`src/rtl/reg_file_shadow_pkg.sv`:
```
// Shared definitions for the shadowed register file.
//   WIDTH_DEF / DEPTH_DEF : default register width and register count
//   op_e                  : {save, restore} operation encoding
//   cell_sel_e            : next-value source for a loaded register cell
package reg_file_shadow_pkg;

    localparam int unsigned WIDTH_DEF = 16;
    localparam int unsigned DEPTH_DEF = 8;

    // Bit 1 is save, bit 0 is restore.
    typedef enum logic [1:0] {
        OP_NOP     = 2'b00,
        OP_RESTORE = 2'b01,
        OP_SAVE    = 2'b10,
        OP_SWAP    = 2'b11
    } op_e;

    typedef enum logic {
        CELL_SEL_WDATA  = 1'b0,
        CELL_SEL_SHADOW = 1'b1
    } cell_sel_e;

endpackage

```
`src/rtl/reg_file_shadow_cell.sv`:
```
// One WIDTH-bit load-enabled register with synchronous active-low reset.
//   clk_i, rst_ni : clock, synchronous active-low reset
//   load_i        : capture a new value at the edge (otherwise hold)
//   sel_i         : new value source, wdata_i or shadow_i
//   wdata_i       : write-port data
//   shadow_i      : value from the opposite bank
//   q_o           : stored value
module reg_cell
    import reg_file_shadow_pkg::*;
#(
    parameter int unsigned WIDTH = WIDTH_DEF
) (
    input  logic             clk_i,
    input  logic             rst_ni,
    input  logic             load_i,
    input  cell_sel_e        sel_i,
    input  logic [WIDTH-1:0] wdata_i,
    input  logic [WIDTH-1:0] shadow_i,
    output logic [WIDTH-1:0] q_o
);

    logic [WIDTH-1:0] q_d;
    logic [WIDTH-1:0] q_q;

    // Next value: hold unless loaded, then pick the selected source.
    always_comb begin
        q_d = q_q;
        if (load_i) begin
            q_d = (sel_i == CELL_SEL_SHADOW) ? shadow_i : wdata_i;
        end
    end

    always_ff @(posedge clk_i) begin
        if (!rst_ni) begin
            q_q <= '0;
        end else begin
            q_q <= q_d;
        end
    end

    assign q_o = q_q;

endmodule

```
`src/rtl/reg_file_shadow.sv`:
```
// Register bank with one write port, two combinational read ports and a
// shadow bank supporting single-edge save, restore and swap.
//   clock, resetn      : clock, synchronous active-low reset
//   write/waddr/wdata  : write port (out-of-range waddr is ignored)
//   raddr_a/raddr_b    : read addresses; rdata_a/rdata_b combinational
//   save/restore       : shadow operations, both high = swap
//   shadow_valid       : shadow bank holds a saved context
//   dirty              : per-register written-since-last-save/restore mask
module reg_file_shadow
    import reg_file_shadow_pkg::*;
#(
    parameter int unsigned WIDTH  = WIDTH_DEF,
    parameter int unsigned DEPTH  = DEPTH_DEF,
    parameter bit          BYPASS = 1'b1,
    localparam int unsigned AW    = (DEPTH > 1) ? $clog2(DEPTH) : 1
) (
    input  logic             clock,
    input  logic             resetn,
    input  logic             write,
    input  logic [AW-1:0]    waddr,
    input  logic [WIDTH-1:0] wdata,
    input  logic [AW-1:0]    raddr_a,
    input  logic [AW-1:0]    raddr_b,
    output logic [WIDTH-1:0] rdata_a,
    output logic [WIDTH-1:0] rdata_b,
    input  logic             save,
    input  logic             restore,
    output logic             shadow_valid,
    output logic [DEPTH-1:0] dirty
);

    logic [WIDTH-1:0] live_q   [DEPTH];
    logic [WIDTH-1:0] shadow_q [DEPTH];
    logic [DEPTH-1:0] live_load;
    cell_sel_e        live_sel [DEPTH];

    logic [DEPTH-1:0] wr_hit;
    logic             save_en;
    logic             restore_en;
    logic             clr_dirty;
    op_e              op;

    logic             shadow_valid_d;
    logic             shadow_valid_q;
    logic [DEPTH-1:0] dirty_d;
    logic [DEPTH-1:0] dirty_q;

    assign op = op_e'({save, restore});

    // One-hot write decode; addresses >= DEPTH match no entry.
    always_comb begin
        wr_hit = '0;
        for (int unsigned i = 0; i < DEPTH; i++) begin
            wr_hit[i] = write && (waddr == AW'(i));
        end
    end

    // Shadow operation decode; a swap or restore with no saved context
    // degrades to save / no-op respectively.
    always_comb begin
        save_en        = 1'b0;
        restore_en     = 1'b0;
        clr_dirty      = 1'b0;
        shadow_valid_d = shadow_valid_q;
        unique case (op)
            OP_SAVE: begin
                save_en        = 1'b1;
                clr_dirty      = 1'b1;
                shadow_valid_d = 1'b1;
            end
            OP_RESTORE: begin
                if (shadow_valid_q) begin
                    restore_en     = 1'b1;
                    clr_dirty      = 1'b1;
                    shadow_valid_d = 1'b0;
                end
            end
            OP_SWAP: begin
                save_en        = 1'b1;
                restore_en     = shadow_valid_q;
                clr_dirty      = 1'b1;
                shadow_valid_d = 1'b1;
            end
            default: ;
        endcase
    end

    // A same-cycle write overrides the restored value for its entry.
    always_comb begin
        for (int unsigned i = 0; i < DEPTH; i++) begin
            live_load[i] = wr_hit[i] || restore_en;
            live_sel[i]  = wr_hit[i] ? CELL_SEL_WDATA : CELL_SEL_SHADOW;
        end
    end

    assign dirty_d = (clr_dirty ? '0 : dirty_q) | wr_hit;

    for (genvar g = 0; g < DEPTH; g++) begin : g_bank
        reg_cell #(.WIDTH(WIDTH)) u_live (
            .clk_i    (clock),
            .rst_ni   (resetn),
            .load_i   (live_load[g]),
            .sel_i    (live_sel[g]),
            .wdata_i  (wdata),
            .shadow_i (shadow_q[g]),
            .q_o      (live_q[g])
        );

        // Shadow entries only ever load from the pre-edge live value.
        reg_cell #(.WIDTH(WIDTH)) u_shadow (
            .clk_i    (clock),
            .rst_ni   (resetn),
            .load_i   (save_en),
            .sel_i    (CELL_SEL_SHADOW),
            .wdata_i  (live_q[g]),
            .shadow_i (live_q[g]),
            .q_o      (shadow_q[g])
        );
    end

    always_ff @(posedge clock) begin
        if (!resetn) begin
            shadow_valid_q <= 1'b0;
            dirty_q        <= '0;
        end else begin
            shadow_valid_q <= shadow_valid_d;
            dirty_q        <= dirty_d;
        end
    end

    // Read ports: stored value, optional same-cycle forwarding, 0 out of range.
    always_comb begin
        rdata_a = '0;
        rdata_b = '0;
        for (int unsigned i = 0; i < DEPTH; i++) begin
            if (raddr_a == AW'(i)) begin
                rdata_a = (BYPASS && wr_hit[i]) ? wdata : live_q[i];
            end
            if (raddr_b == AW'(i)) begin
                rdata_b = (BYPASS && wr_hit[i]) ? wdata : live_q[i];
            end
        end
    end

    assign shadow_valid = shadow_valid_q;
    assign dirty        = dirty_q;

endmodule
```
`config.mk`:
```
export PLATFORM = sky130hd
export DESIGN_NAME = reg_file_shadow
export DESIGN_NICKNAME = d
export VERILOG_FILES = /design/src/rtl/reg_file_shadow_pkg.sv /design/src/rtl/reg_file_shadow_cell.sv /design/src/rtl/reg_file_shadow.sv
export SDC_FILE = /design/constraint.sdc
export NUM_CORES = 1
export LEC_CHECK = 0
export ABC_AREA = 0
export CAP_MARGIN = 20
export CORE_UTILIZATION = 45
export CTS_BUF_LIST = sky130_fd_sc_hd__clkbuf_8
export CTS_CLUSTER_DIAMETER = 60
export DETAILED_ROUTE_END_ITERATION = 10
export PLACE_DENSITY = 0.68
export SYNTH_ARGS = -nofsm -noshare
export SYNTH_HDL_FRONTEND = slang
export SYNTH_HIERARCHICAL = 1
export SYNTH_SLANG_ARGS = --single-unit
```
`constraint.sdc`:
```
create_clock -name clock -period 4.6 [get_ports clock]
set_input_delay 0.92 -clock clock [delete_from_list [all_inputs] [get_ports clock]]
set_output_delay 0.92 -clock clock [all_outputs]
set_load 0.02 [all_outputs]
```
# Word-level counts from Yosys, hierarchy flattened
# Index checks and enable logic that the tools add are counted.
# totals
regBits,265
in_bits,30
out_inout_bits,41
elab_cells,102
# op_classes
n_eq_ne,24
mux,38
bitwise_logic,1
reduce_logical,21
# op_table
cell,count
16-bit two-way mux,32
"3-bit == test, second input constant",12
"3-bit by 2-bit == test with 1-bit output, second input constant",6
"3-bit by 1-bit == test with 1-bit output, second input constant",3
3-bit logical NOT,3
1-bit logical AND,8
1-bit logical OR,8
8-bit two-way mux,1
8-bit bitwise OR,1
1-bit case mux with 2 select lines,3
"2-bit == test, second input constant",2
"2-bit by 1-bit == test with 1-bit output, second input constant",1
1-bit two-way mux,2
2-bit nonzero test,1
2-bit OR reduction,1

# Depth between registers and ports, before layout
# Gate-level depths: netlist of run 1.
# depth
word_depth,11
mapped_depth,9

# Modules after synthesis
# Netlist of run 1, hierarchy kept.
# modules_own_cells
mod,n_inst,cells_per_inst,area_per_inst_um2,seq_area_each_um2
reg_cell,16,70,690.7,320.3
reg_file_shadow,1,565,3996.3,180.2

# Worst setup path after synthesis of run 1
# OpenSTA, ideal clock, no wires.
# synth_timing
path_kind,input-to-output
start,in waddr[2]
end,out rdata_a[15]
t_arrival_ps,2502
t_required_ps,3680
setup_slack_ps,1178
cell_stages,8
path_buffers,3
cell_sequence,buf_4 and4bb_2 buf_4 buf_6 mux2i_1 nor3b_1 a211oi_1 o21ai_0
# synth_between
elab_chain_cells,11
elab_cells_between_ends,32
# synth_lines
item,line_no,rtl
start: declaration,reg_file_shadow.sv:20,"input logic [AW-1:0] waddr,"
3-bit logical NOT,reg_file_shadow.sv:54,wr_hit[i] = write && (waddr == AW'(i));
1-bit logical AND,reg_file_shadow.sv:54,
16-bit two-way mux,reg_file_shadow.sv:137,rdata_a = (BYPASS && wr_hit[i]) ? wdata : live_q[i];
16-bit two-way mux (7 in a row),reg_file_shadow.sv:136,if (raddr_a == AW'(i)) begin
16-bit two-way mux *,reg_file_shadow.sv:136,
end: declaration,reg_file_shadow.sv:24,"output logic [WIDTH-1:0] rdata_a,"
# Every way passes the cells marked *; elsewhere a longest branch is shown, timed or not.

# Worst setup path in the final report of run 1
# layout_timing
start,in write
end,out rdata_b[0]
# layout_between
elab_chain_cells,10
elab_cells_between_ends,24
# layout_lines
item,line_no,rtl
start: declaration,reg_file_shadow.sv:19,"input logic write,"
1-bit logical AND,reg_file_shadow.sv:54,
16-bit two-way mux,reg_file_shadow.sv:140,rdata_b = (BYPASS && wr_hit[i]) ? wdata : live_q[i];
16-bit two-way mux (7 in a row),reg_file_shadow.sv:139,if (raddr_b == AW'(i)) begin
16-bit two-way mux *,reg_file_shadow.sv:139,
end: declaration,reg_file_shadow.sv:25,"output logic [WIDTH-1:0] rdata_b,"
# Marks and branches as above.

==> qor.yml, run 1 <==
required_ps: 3680
synth_top_area_cell: "dfxtp_1"
rr_endpoint: "g_bank[0].u_live/q_o[2]"
synth_seq_cells: 265
status: "complete, no violations"
clk_path_buf_depth: 3
ff2ff_path_depth: 4
cts.sinks: 265
antenna_found_initial: 2
grt_max_degree: 150
setup_viol: 0
fin_crit_sh: 0.988
reg2reg_slack_ps: 2530
fin_crit_ps: 4550
numCtsBuffers: 46
clock_skew_ps: 20.6
drive_gt1_frac: 0.121
cts_max_level: 2
cts_tree: "yes"
wl_met1_um: 20800
clock_latency_ps: 590
place_ws_ps: -169
cts_hold_buffers: 0
drt_iter0_markers: 1182
synth_ff_type: "dfxtp_1"
reg2reg_from: "shadow_valid"
hold_viol_final: 0
tightestPinTransition_ps: 1050
power_density_nw_per_um2: 344
met2_length_um: 21000
vias_per_cell: 5.96
startpoint_type: "primary input"
wl_um: 45500
wl_per_cell_um: 20.2
crit_type: "primary input to output port"
max-slew-margin-rel: 0.297
cts_root_buf: "clkbuf_8"
grt-ovfl-total: 0
nNetsFinal: 1796
ys_warn_count: 6
cp_max_fo: 13
end_kind: "output port"
rsz0062_at_grt: "true"
globalplace.congestion: 0.953
worstPathArrival_ps: 3630
vias: 13396
yosysSeqAreaShare: 0.353
synthDistinctLibCells: 50
synthTopCellsByArea: "dfxtp_1, mux2i_1, o21ai_0, a21oi_1, buf_12"
ioPinCount: 71
core-area_um2: 32700
tns_ps: 0
track_usage: 0.263
p_leak_nw: 7.92
worst_slack_ps: 54.9
start_util: 0.460
min_path_type: "register to register"
maxCapViolations: 0
fmax_ghz: 0.220
clkTransAtPathRegs_ps: 60
syn_to_final_growth_pct: 15.6
die_h_um: 185
io_buffers: 70
ant_nets: 0
grt_pass1_wl_um: 70800
endpoint: "rdata_b[0]"
synth-edff-count: 0
synth.avg_cell_area_um2: 8.93
synth_top_area_share: 0.353
finalMaxSlewViolations: 0
grt_pass1_vias: 12659
syn_area_um2: 15000
route.detailed.drc: 0
place.detailed.hpwl_um: 31300
startpoint: "write"
num_rows: 66
route.met3.wl_um: 2450
dieWidth_um: 185
async_flop_share: 0
peakVddDrop_mv: 0.229
synth_cells: 1685
whs_ps: 465
first_pass_iters: 5
highest-signal-layer: "met5"
die_area_um2: 34200
==> cell families after synthesis <==
group,after synthesis,share of synthesized area
xor gates and xnor gates,2,0.00116
buffers and inverters,174,0.0792
AOI/OAI and AO/OA,724,0.260
DFF,265,0.353
other,1,0.000249
muxes,384,0.256
and+or+nand+nor,135,0.0511
==> cell type report <==
cell class	count	area [um^2]
Clock buffer	62	853
Inverter	6	22.5
Antenna cell	1	2.50
Multi-Input combinational cell	1253	8610
Fill cell	3099	15300
Clock inverter	24	165
Timing Repair Buffer	194	1890
Tap cell	442	553
Sequential cell	265	5310
==> report_power, final <==
group	total, mW	internal, mW	leakage, nW	switching, mW
combinational	1.07	0.449	5.17	0.621
sequential	2.58	2.45	2.18	0.129
clock	2.34	1.32	0.568	1.02
==> Yosys cell counts (3+ instances only) <==
master / instances
buf_1: 3
buf_2: 60
a211o_1: 14
a22oi_1: 15
o22a_1: 14
mux2i_1: 383
nand2b_1: 19
clkbuf_1: 57
o21ai_0: 328
a21boi_0: 4
nor3b_1: 3
o32a_1: 15
nor3_1: 18
o21ai_1: 3
nor2_1: 34
nand2_1: 21
a21oi_1: 290
buf_4: 11
buf_6: 20
buf_12: 16
dfxtp_1: 265
o22ai_1: 34
and2_1: 14
inv_1: 5
nor2b_1: 5
nand3b_1: 4
and4bb_2: 3
==> flip-flops by register name, indices dropped and copies added, names as in the netlist <==
signal	flops
dirty	8
g_bank.u_shadow/q_o	128
g_bank.u_live/q_o	128
shadow_valid	1
==> routing by layer <==
layer / vias up / GRT usage
met4: 2 / 0.0889
met2: 441 / 0.432
met1: 6422 / 0.351
met5: - / 0
met3: 97 / 0.0407
li1: 6434 / -
==> cells in the final DEF (no fill, tap or decap), types with 15 or more instances in the layout <==
| cell | n |
|---|---|
| a21oi_1 | 290 |
| a22oi_1 | 15 |
| buf_12 | 15 |
| buf_4 | 108 |
| clkbuf_8 | 62 |
| clkdlybuf4s50_1 | 45 |
| dfxtp_1 | 265 |
| dlymetal6s2s_1 | 16 |
| inv_1 | 18 |
| mux2i_1 | 376 |
| nand2_1 | 21 |
| nand2b_1 | 19 |
| nor2_1 | 34 |
| nor3_1 | 17 |
| o21ai_0 | 326 |
| o22ai_1 | 34 |
| o32a_1 | 15 |
==> stage by stage <==
stage / cells / area [um^2] / power, mW / util
after floorplan: 1692 / 15100 / 3.30 / -
after global placement: 2158 / 16300 / 3.64 / 0.497
after detailed placement: 2158 / 16300 / 3.67 / 0.497
after CTS: 2244 / 17300 / 6.00 / 0.529
after global routing: 2246 / 17400 / 6.25 / 0.532
final: 2247 / 17400 / 5.99 / 0.532
==> how the worst min path moves through the flow <==
stage	end	slack [ps]	cells after the start	from
detailed placement	dirty[3]	460	2	dirty[3]
global route	dirty[7]	490	2	dirty[7]
floorplan	g_bank[0].u_shadow/q_o[0]	490	2	g_bank[0].u_shadow/q_o[0]
finish	dirty[7]	460	2	dirty[7]
CTS	dirty[7]	470	2	dirty[7]
global placement	dirty[7]	450	2	dirty[7]
==> worst max-delay path, cell delays in order <==
cell	delay, ps
clkdlybuf4s50_1	580
buf_4	190
and4bb_2	280
buf_12	180
buf_4	140
mux2i_1	230
o21ai_0	170
o32a_1	390
clkdlybuf4s50_1	540
==> what timing repair did <==
action	CTS	global route
cloned	0	0
endpoints found under the setup margin	7	21
resized for setup	8	25
buffers inserted	0	0
(Power assumes the default switching activity.)
==> run 2, diff against run 1 <==
--- a/config.mk
+++ b/config.mk
@@ -7,6 +7,7 @@
 export LEC_CHECK = 0
 export ABC_AREA = 0
 export CAP_MARGIN = 20
+export CORE_ASPECT_RATIO = 1.2
 export CORE_UTILIZATION = 45
 export CTS_BUF_LIST = sky130_fd_sc_hd__clkbuf_8
 export CTS_CLUSTER_DIAMETER = 60
==> run 2 against run 1 <==
- cell count fell by 0.45%
- design area fell by 0.88%
- sequential power barely moved
- worst hold slack improved by 7.7 ps
- global-route usage rose by 1.0 points
- via count fell by 0.20%
- count of clock-buffer cells in the layout fell by 7
- setup slack got worse by 18 ps
- largest power group unchanged
==> qor.yml, run 2 (synthesized netlist as in run 1, its figures left out) <==
place_ws_ps: -144
clk_path_buf_depth: 3
hold_viol_final: 0
numCtsBuffers: 46
clock_latency_ps: 570
antenna_found_initial: 0
start_util: 0.455
tightestPinTransition_ps: 1110
post_cts_buffers: 0
cts_root_buf: "clkbuf_8"
startpoint: "waddr[0]"
vias: 13369
drive_gt1_frac: 0.114
track_usage: 0.273
fin_crit_sh: 0.992
grt_pass1_wl_um: 72900
route.detailed.drc: 0
startpoint_type: "primary input"
globalplace.congestion: 0.950
die_h_um: 202
reg2reg_slack_ps: 2520
required_ps: 3680
cts_max_level: 2
syn_to_final_growth_pct: 14.6
core-area_um2: 33100
die_area_um2: 34200
rr_endpoint: "g_bank[6].u_live/q_o[8]"
fin_crit_ps: 4560
first_pass_iters: 5
max-slew-margin-rel: 0.257
post-route-util: 0.522
num_rows: 73
endpoint: "rdata_b[1]"
maxCapViolations: 0
worst_slack_ps: 37.0
worstPathArrival_ps: 3640
grt-ovfl-total: 0
tns_ps: 0
drt_iter0_markers: 1076
ioPinCount: 71
final_common_cell: "mux2i_1"
placed_cells: 2157
ant_nets: 0
n_antenna_cell: 0
p_leak_nw: 7.74
power_density_nw_per_um2: 342
vias_per_cell: 5.98
place.detailed.hpwl_um: 32200
layout_common_cells: "mux2i_1, o21ai_0, a21oi_1, dfxtp_1, buf_4"
grt_max_degree: 160
wl_um: 47000
grt_pass1_vias: 12922
cp_max_fo: 19
fin_cells: 2237
setup_viol: 0
min_path_type: "register to register"
end_kind: "output port"
min_from: "dirty[3]"
clock_skew_ps: 15.9
wl_per_cell_um: 21.0
ff2ff_path_depth: 4
cts.sinks: 265
peakVddDrop_mv: 0.215
dieWidth_um: 169
crit_type: "primary input to output port"
io_buffers: 70
power_mw: 5.91
nNetsFinal: 1787
cts_tree: "yes"
reg2reg_from: "shadow_valid"
fmax_ghz: 0.219
finalMaxSlewViolations: 0
status: "complete, no violations"
clkTransAtPathRegs_ps: 60
-- run 2: cell types whose count changed in the layout (fill, tap and decap cells not counted), sizes merged, moves of 5 or more --
cell           before  now
dlygate4sd2         6    1
buf               127  117
clkbuf             62   55
dlymetal6s2s       16    7
clkdlybuf4s50      45   60
-- run 2: how the worst min path moves through the flow --
| stage | endpoint | depth (start not counted) |
|---|---|---|
| after floorplan | g_bank[0].u_shadow/q_o[0] | 2 |
| after global routing | dirty[3] | 2 |
| after detailed placement | dirty[3] | 2 |
| final | dirty[3] | 2 |
| after global placement | dirty[7] | 2 |
| after CTS | dirty[3] | 2 |
-- run 2: cell type report --
class                      count  area, um^2
sequential                   265        5310
inverter                       6        22.5
fill                        3093       15800
timing repair buffer         185        1810
tap                          450         563
multi-input combinational   1253        8610
clock buffer                  55         757
clock inverter                23         185
-- run 2: repair_timing --
item                       in CTS  in global routing
hold buffers                    0                  0
resized for setup               3                 15
setup endpoints to repair       3                 23
-- run 2: worst max-delay path, stage by stage --
cell,delay [ps]
clkdlybuf4s50_1,460
buf_4,170
buf_4,150
and4bb_2,270
buf_12,210
mux2i_2,280
o21ai_0,210
o32a_1,410
clkdlybuf4s50_1,550
-- run 2: power breakdown --
group	internal [mW]	leakage (nW)	total, mW	switching (mW)
clock	1.25	0.531	2.24	0.985
combinational	0.456	5.03	1.08	0.629
sequential	2.45	2.18	2.59	0.131
-- run 2: layer usage --
| layer | share of wire | global-route usage | vias to the layer above |
|---|---|---|---|
| li1 | - | - | 6408 |
| met1 | 0.42 | 0.336 | 6412 |
| met2 | 0.49 | 0.470 | 428 |
| met3 | 0.049 | 0.0370 | 121 |
| met4 | 0.040 | 0.128 | 0 |
| met5 | 0 | 0 | - |
-- run 2: through the flow --
step / area [um^2] / hold WS, ps
floorplan: 15100 / 490
global placement: 16200 / 456
detailed placement: 16200 / 461
CTS: 17200 / 471
global route: 17200 / 503
finish: 17200 / 472
